`config.mk`:
```
export PLATFORM = sky130hd
export DESIGN_NAME = spi_byte_serialiser
export DESIGN_NICKNAME = d
export VERILOG_FILES = /design/src/rtl/spi_ser_pkg.sv /design/src/rtl/spi_half_period_timer.sv /design/src/rtl/spi_byte_serialiser.sv
export SDC_FILE = /design/constraint.sdc
export NUM_CORES = 1
export LEC_CHECK = 0
export CAP_MARGIN = 5
export CORE_AREA = 2 2 57 59
export DETAILED_ROUTE_END_ITERATION = 8
export DIE_AREA = 0 0 59 61
export PLACE_DENSITY = 0.44
export SYNTH_ARGS = -nofsm -noshare
export SYNTH_HDL_FRONTEND = slang
export SYNTH_SLANG_ARGS = --single-unit
export TNS_END_PERCENT = 10
```
`constraint.sdc`:
```
create_clock -name clk_in -period 4.4 [get_ports clk_in]
set_clock_uncertainty 0.2 [all_clocks]
set_input_delay 0.88 -clock clk_in [delete_from_list [all_inputs] [get_ports clk_in]]
set_output_delay 0.88 -clock clk_in [all_outputs]
set_load 0.01 [all_outputs]
```
`src/rtl/spi_ser_pkg.sv`:
```
// -----------------------------------------------------------------------------
// spi_ser_pkg
// Shared definitions for the SPI byte serialiser:
//   - state_e        : serialiser FSM states
//   - DEF_DATA_WIDTH : default bits per frame
//   - DEF_HALF_PERIOD: default clk_in cycles per SCLK half-period
//   - cnt_width()    : register width able to hold the values 0..n-1 (min 1 bit)
// -----------------------------------------------------------------------------
package spi_ser_pkg;

    localparam int DEF_DATA_WIDTH  = 8;
    localparam int DEF_HALF_PERIOD = 1;

    typedef enum logic [1:0] {
        IDLE       = 2'd0,
        SHIFT_LOW  = 2'd1,
        SHIFT_HIGH = 2'd2,
        GAP        = 2'd3
    } state_e;

    // $clog2(1) is 0, so clamp to one bit to keep every counter a legal vector.
    function automatic int cnt_width(input int n);
        return (n > 1) ? $clog2(n) : 1;
    endfunction

endpackage

```
`src/rtl/spi_half_period_timer.sv`:
```
// -----------------------------------------------------------------------------
// spi_half_period_timer
// Counts HALF_PERIOD enabled clk_in cycles and pulses tick_o on the last one,
// then wraps so consecutive half-periods follow without a dead cycle.
// Ports:
//   clk_in   : system clock, rising edge
//   rst_in   : synchronous active-high reset
//   clear_i  : restart the count (frame start)
//   en_i     : count this cycle
//   tick_o   : high during the final cycle of a half-period (combinational)
// -----------------------------------------------------------------------------
module spi_half_period_timer
    import spi_ser_pkg::*;
#(
    parameter int HALF_PERIOD = DEF_HALF_PERIOD
) (
    input  logic clk_in,
    input  logic rst_in,
    input  logic clear_i,
    input  logic en_i,
    output logic tick_o
);

    localparam int CNT_W = cnt_width(HALF_PERIOD);
    localparam logic [CNT_W-1:0] LAST = CNT_W'(HALF_PERIOD - 1);

    logic [CNT_W-1:0] cnt_q;

    assign tick_o = en_i && (cnt_q == LAST);

    // NOTE: sequential state uses non-blocking assignments only, so every
    // register samples pre-edge values regardless of statement order.
    always_ff @(posedge clk_in) begin
        if (rst_in || clear_i) begin
            cnt_q <= '0;
        end else if (en_i) begin
            cnt_q <= tick_o ? '0 : cnt_q + 1'b1;
        end
    end

endmodule

```
`src/rtl/spi_byte_serialiser.sv`:
```
// -----------------------------------------------------------------------------
// spi_byte_serialiser
// Write-only SPI mode-0 master transmitter. Shifts a DATA_WIDTH-bit word out
// MSB-first on data_out, generating clk_out (idles low) and an active-low
// chip enable. data_out only changes while clk_out is low, so it is stable on
// every rising clk_out edge. One idle-high GAP cycle separates frames.
// Ports:
//   clk_in        : system clock, rising edge
//   rst_in        : synchronous active-high reset, aborts any frame
//   send_data     : transfer request (level)
//   data_in       : word to send, captured on the start edge
//   data_out      : serial data (MOSI), registered
//   clk_out       : serial clock (SCLK), registered
//   n_chip_enable : active-low chip select, registered
// Build option: SPI_SER_PENDING_EN adds a one-deep buffer that holds one
// request (0->1 edge of send_data) made while busy and launches it from GAP.
// -----------------------------------------------------------------------------
module spi_byte_serialiser
    import spi_ser_pkg::*;
#(
    parameter int DATA_WIDTH  = DEF_DATA_WIDTH,
    parameter int HALF_PERIOD = DEF_HALF_PERIOD
) (
    input  logic                  clk_in,
    input  logic                  rst_in,
    input  logic                  send_data,
    input  logic [DATA_WIDTH-1:0] data_in,
    output logic                  data_out,
    output logic                  clk_out,
    output logic                  n_chip_enable
);

    localparam int BIT_W = cnt_width(DATA_WIDTH);

    state_e                state_q;
    logic [DATA_WIDTH-1:0] shift_q;
    logic [BIT_W-1:0]      count_q;
    logic                  data_out_q;
    logic                  clk_out_q;
    logic                  n_ce_q;

    logic                  tick;
    logic                  start;
    logic [DATA_WIDTH-1:0] start_data;

`ifdef SPI_SER_PENDING_EN
    logic                  pend_valid_q;
    logic [DATA_WIDTH-1:0] pend_data_q;
    logic                  send_q;
`endif

    // Decide whether a frame launches on this edge and which word it carries.
    always_comb begin
        // NOTE: defaults first, so no path leaves an output unassigned and
        // no latch is inferred.
        start      = 1'b0;
        start_data = data_in;
`ifdef SPI_SER_PENDING_EN
        if (state_q == IDLE) begin
            start = pend_valid_q || send_data;
        end else if (state_q == GAP) begin
            start = pend_valid_q;
        end
        if (pend_valid_q) begin
            start_data = pend_data_q;
        end
`else
        start = (state_q == IDLE) && send_data;
`endif
    end

    spi_half_period_timer #(
        .HALF_PERIOD (HALF_PERIOD)
    ) u_timer (
        .clk_in  (clk_in),
        .rst_in  (rst_in),
        .clear_i (start),
        .en_i    ((state_q == SHIFT_LOW) || (state_q == SHIFT_HIGH)),
        .tick_o  (tick)
    );

    always_ff @(posedge clk_in) begin
        if (rst_in) begin
            state_q    <= IDLE;
            shift_q    <= '0;
            count_q    <= '0;
            data_out_q <= 1'b0;
            clk_out_q  <= 1'b0;
            n_ce_q     <= 1'b1;
        end else if (start) begin
            // Only asserted from IDLE or GAP; both launch a frame the same way.
            state_q    <= SHIFT_LOW;
            shift_q    <= start_data;
            count_q    <= BIT_W'(DATA_WIDTH - 1);
            data_out_q <= start_data[DATA_WIDTH-1];
            clk_out_q  <= 1'b0;
            n_ce_q     <= 1'b0;
        end else begin
            case (state_q)
                SHIFT_LOW: begin
                    if (tick) begin
                        clk_out_q <= 1'b1;
                        state_q   <= SHIFT_HIGH;
                    end
                end
                SHIFT_HIGH: begin
                    if (tick) begin
                        clk_out_q <= 1'b0;
                        if (count_q != '0) begin
                            // Present the next bit on the falling SCLK edge.
                            shift_q    <= shift_q << 1;
                            data_out_q <= shift_q[DATA_WIDTH-2];
                            count_q    <= count_q - 1'b1;
                            state_q    <= SHIFT_LOW;
                        end else begin
                            n_ce_q     <= 1'b1;
                            data_out_q <= 1'b0;
                            state_q    <= GAP;
                        end
                    end
                end
                GAP:     state_q <= IDLE;
                default: state_q <= IDLE;
            endcase
        end
    end

`ifdef SPI_SER_PENDING_EN
    always_ff @(posedge clk_in) begin
        if (rst_in) begin
            pend_valid_q <= 1'b0;
            pend_data_q  <= '0;
            send_q       <= 1'b0;
        end else begin
            send_q <= send_data;
            if (start && pend_valid_q) begin
                pend_valid_q <= 1'b0;
            end else if ((state_q != IDLE) && send_data && !send_q && !pend_valid_q) begin
                pend_valid_q <= 1'b1;
                pend_data_q  <= data_in;
            end
        end
    end
`endif

    assign data_out      = data_out_q;
    assign clk_out       = clk_out_q;
    assign n_chip_enable = n_ce_q;

endmodule

```
# Yosys cells after proc, flatten, opt, wreduce, memory -nomap -nowiden
# Index checks and enable logic that the tools add are counted.
# Widths: inputs -> output; s select.
# totals
register_bits	16
in_bits	11
elab_cells	60
# op_classes
addsub	2
eq_ne	7
n_mux	25
bitwise_logic	1
n_reduce_logical	17
# op_table
op	count
$mux 7	4
$mux 1	12
$mux 3	4
$reduce_and 3->1	3
$reduce_bool 2->1	4
$mux 2	3
$ne 2x1->1 const B	3
$ne 3x1->1 const B	2
$reduce_and 2->1	3
$pmux 2 s2	1
$reduce_bool 3->1	1
$sub 3x1->3 const B	1
$eq 2x1->1 const B	1
$eq 2x2->1 const B	1
$logic_and 1x1->1	2
$logic_not 2->1	1
$logic_or 1x1->1	2
$pmux 1 s2	1
$reduce_or 2->1	1
$add 1x1->1 const B	1
$not 1->1	1

# Longest topological paths before layout
# depth
word_depth	6
ltp_mapped	7

# Modules after synthesis
# Synthesis repeated with hierarchy kept, for this count alone.
# hier_totals
cells_unflattened	92
area_unflattened_um2	795.8
# modules_own_cells
mod	instances	cells_each	area_each_um2
spi_byte_serialiser	1	89	754.5
spi_half_period_timer	1	3	41.3

# Worst setup path before layout
# OpenSTA, ideal clock, no wires.
# synth_timing
path_kind	input to register
from	in send_data
to	reg shift_q[5]
setup_ps	112
t_arrival_ps	1608
required_time_ps	4088
setup_slack_ps	2480
stages	5
path_buffers	2
cell_sequence	and2_1 -> buf_2 -> buf_4 -> nor3_1 -> a2111oi_1
# synth_between
elab_chain_cells	3
# synth_lines
item	line	rtl
from (decl)	spi_byte_serialiser.sv:26	input logic send_data,
$logic_and 1x1->1 *	spi_byte_serialiser.sv:68	start = (state_q == IDLE) && send_data;
$reduce_bool 2->1 (no line)	n/a	
$reduce_and 3->1 (no line)	n/a	
to (signal assigned)	spi_byte_serialiser.sv:93	shift_q <= start_data;
to (signal assigned)	spi_byte_serialiser.sv:111	shift_q <= shift_q << 1;
to (decl)	spi_byte_serialiser.sv:36	logic [DATA_WIDTH-1:0] shift_q;
# Mark *: on every way between the ends. The rest lies on a longest branch, timed or not.
# A chain may end at the register's enable or synchronous reset.

# Worst setup path in the final report
# Same ends and word-level chain as after synthesis.

==> run_results.csv <==
group,metric,value,unit
outcome,status,"finished clean",
hold_path,min_path_type,"flip-flop to flip-flop",
logic_synthesis,synthCells,89,
logic_synthesis,synth_xor_area_frac,0.0103,
routing,drt_iter0_drc,6,
routing,num_vias,664,
clocking,clk_root_buffer_cell,"sky130_fd_sc_hd__clkbuf_4",
logic_synthesis,syn-mean-instance-area,9.59,µm²
grt,number_of_antenna_violations_at_the_first_check_in_global_routing,0,
sta,finalCriticalPeriod,2.42,ns
clocking,h-tree-depth,1,
placed_design,dp_hpwl,1210,µm
logic_synthesis,synthesis.nets,106,
logic_synthesis,synthFlopType,"sky130_fd_sc_hd__dfxtp_1",
setup_path,worstPathRequired,4.37,ns
finish,syn_to_final_growth,18.5,%
logic_synthesis,top_post_synthesis_cells_by_count,"sky130_fd_sc_hd__dfxtp_1, sky130_fd_sc_hd__nor2_1, sky130_fd_sc_hd__nor3_1",
setup_path,critical_path.startpoint_type,"primary input",
grt,grt_pass1_wl,3130,µm
pwr,power_leakage,0.407,nW
grt,global_route.overflow_total,0,
sta,timing.slew.headroom,0.532,
pwr,finalPower,0.000307,W
placed_design,gpl_congestion,0.635,
setup_path,crit_reg_reg_startpoint,"state_q[1]$_SDFFE_PP0P_",
grt,grt_start_max_net_pins,18,
routing,detail-route-antenna-nets,0,
setup_path,worst_setup_path_end_kind,"flip-flop",
routing,vias_per_cell,4.99,
clocking,cts.repair_timing.setup_buffer_count,0,
sta,max_clock_freq,414,MHz
die,initial_core_util,0.289,
hold_path,whs_endpoint,"shift_q[6]$_SDFFE_PP0P_",
pwr,vdd.ir_drop.worst,0.0908,mV
finish,layout-drive-gt1-share,0.110,
clocking,clk-insertion-delay-late,0.29,ns
logic_synthesis,yosys.area_share.simple,0.233,
sta,hold_violations,0,
finish,fillerInstances,321,
clocking,post_cts_hold_buffer_count,0,
die,number_of_ports_placed_on_the_die_boundary,14,
setup_path,worst_reg2reg_setup_slack,2.35,ns
sta,setup-violations-final,0,
die,dieArea,3600,µm²
logic_synthesis,synth_top_family_by_area,"simple AND/OR/NAND/NOR gates",
clocking,clock_tree_from_tritoncts,"done",
logic_synthesis,ys_async_sr_fraction,0,
logic_synthesis,synth.area.mux_share,0.0352,
placed_design,dp.cells,130,
logic_synthesis,synthDominantAreaCellType,"sky130_fd_sc_hd__dfxtp_1",
grt,first_global_vias,719,
routing,wl_met1,726,µm
sta,worst-slew-pin-transition,0.700,ns
logic_synthesis,yosys.area.top_type_share,0.375,
routing,routed-wl-met2,809,µm
die,coreArea,2950,µm²
finish,area.sequential,320,µm²
setup_path,worst_ep_arrival_time,2.38,ns
clocking,postCtsResizedCells,0,
logic_synthesis,synth_adder_area_share,0.0880,
pwr,cell_area_power_density,303,nW/µm²
setup_path,timing.reg2reg.worst_path_depth,6,
sta,setup-tns-final,0,ns
finish,post_layout_nonfiller_instances,133,
job,maxCapViolCount,0,
routing,detailroute.wirelength.met3,31,µm
setup_path,critPathMaxFanout,17,
routing,post_drt_wl_per_cell,12.2,µm
finish,finish.net_count,119,
placed_design,buffer_ports.inserted,13,
setup_path,worstSetupPathType,"primary input to flip-flop",
hold_path,timing.hold.worst_path_depth,2,
die,die_y,61,µm
logic_synthesis,synth_compound_gate_area_share,0.198,
routing,dr.max_layer_used,"met4",
logic_synthesis,ys_top_cells_by_area,"sky130_fd_sc_hd__dfxtp_1, sky130_fd_sc_hd__ha_1, sky130_fd_sc_hd__nor2_1",
finish,insertedDiodeCount,0,
logic_synthesis,ys_types,32,
hold_path,hold_path_startpoint,"shift_q[5]$_SDFFE_PP0P_",
sta,final.period_utilization,0.549,
die,floorplan.die.width,59,µm
routing,drt_pre_antenna_iters,4,
finish,multiInputGateArea,482,µm²
sta,timing_max_transition_violations_final,0,
grt,grt_use_total,0.115,
setup_path,critical_path.reg2reg.endpoint,"shift_q[5]$_SDFFE_PP0P_",
sta,fin_hold_ws,0.333,ns
routing,residual_drc,0,
setup_path,crit_path_start,"send_data",
die,std_cell_rows,20,
routing,routed_wirelength,1630,µm
logic_synthesis,mappedNetlistArea,853,µm²
logic_synthesis,synth.yosys.warnings,0,
logic_synthesis,yosysSeqAreaShare,0.375,
sta,grt_setup_unrepaired,"false",
clocking,cts_num_sinks,16,
clocking,clkSlewWorstSetupHoldPaths,0.10,ns
clocking,number_of_buffers_inserted_during_clock_tree_synthesis,3,
logic_synthesis,dominant_cell_by_count_in_the_synthesized_netlist,"sky130_fd_sc_hd__dfxtp_1",
logic_synthesis,ys_ff_latch,16,
logic_synthesis,synth_enable_flop_cells,0,
clocking,clockBufferDepth,2,
[logic make-up (layout without fill, tap and decap cells)]
group	count (synthesis)	in the layout
mux	3	3
compound gates	20	20
fa+ha+maj	6	6
simple gates	34	34
buf+inv	9	20
flops	16	16
xor+xnor	1	1
[flip-flops by register name, summed over array words and instances, names as in the netlist]
name and flops:
u_timer.cnt_q 1, state_q 2, n_chip_enable 1, data_out 1
clk_out 1, count_q 3, shift_q 7
[placed cells by master (no fill, tap or decap), types with 2 or more instances in the layout]
cell type,instances
sky130_fd_sc_hd__o21ai_0,2
sky130_fd_sc_hd__mux2i_1,3
sky130_fd_sc_hd__dfxtp_1,16
sky130_fd_sc_hd__clkbuf_4,3
sky130_fd_sc_hd__inv_1,4
sky130_fd_sc_hd__a2111oi_1,2
sky130_fd_sc_hd__nor3_1,7
sky130_fd_sc_hd__ha_1,6
sky130_fd_sc_hd__nor2_1,14
sky130_fd_sc_hd__a21oi_1,6
sky130_fd_sc_hd__nand2_1,4
sky130_fd_sc_hd__clkdlybuf4s50_1,13
sky130_fd_sc_hd__a2111oi_2,3
[stage by stage]
stage | worst slack, ns | area (µm²) | utilization
CTS | 1.95 | 1010 | 0.342
global placement | 1.75 | 988 | 0.335
floorplan | 2.48 | 853 | -
global route | 1.87 | 1010 | 0.342
detailed placement | 1.63 | 988 | 0.335
finish | 1.98 | 1010 | 0.342
[cell type report]
type / count / share of cell area
sequential: 16 / 0.317
tap: 33 / 0.0408
inverter: 4 / 0.0149
multi-input combinational: 64 / 0.476
timing repair buffer: 13 / 0.129
clock buffer: 3 / 0.0223
[worst max-delay path, stage by stage]
cell                              delay (ns)
sky130_fd_sc_hd__clkdlybuf4s50_1        0.47
sky130_fd_sc_hd__and2_1                 0.52
sky130_fd_sc_hd__nor2_1                 0.09
sky130_fd_sc_hd__a2111oi_1              0.42
[report_power, final]
part           switching, W  total [W]  internal (W)
clock network     0.0000482  0.0000801     0.0000319
registers        0.00000625   0.000162      0.000156
logic             0.0000329  0.0000644     0.0000315
total             0.0000873   0.000307      0.000219
[per-layer routing]
| metal | vias to the layer above | track usage |
|---|---|---|
| li1 | 342 | - |
| met1 | 308 | 0.131 |
| met2 | 9 | 0.197 |
| met3 | 5 | 0.0128 |
| met4 | 0 | 0.0877 |
| met5 | - | 0 |
[worst max-delay path by stage]
stage / endpoint / slack [ns]
5_1_grt: shift_q[5]$_SDFFE_PP0P_ / 1.87
3_5_place_dp: shift_q[5]$_SDFFE_PP0P_ / 1.63
4_1_cts: shift_q[5]$_SDFFE_PP0P_ / 1.95
3_3_place_gp: shift_q[6]$_SDFFE_PP0P_ / 1.75
6_report: shift_q[5]$_SDFFE_PP0P_ / 1.98
2_1_floorplan: shift_q[5]$_SDFFE_PP0P_ / 2.48
No activity file was read; power rests on OpenSTA's default activity.
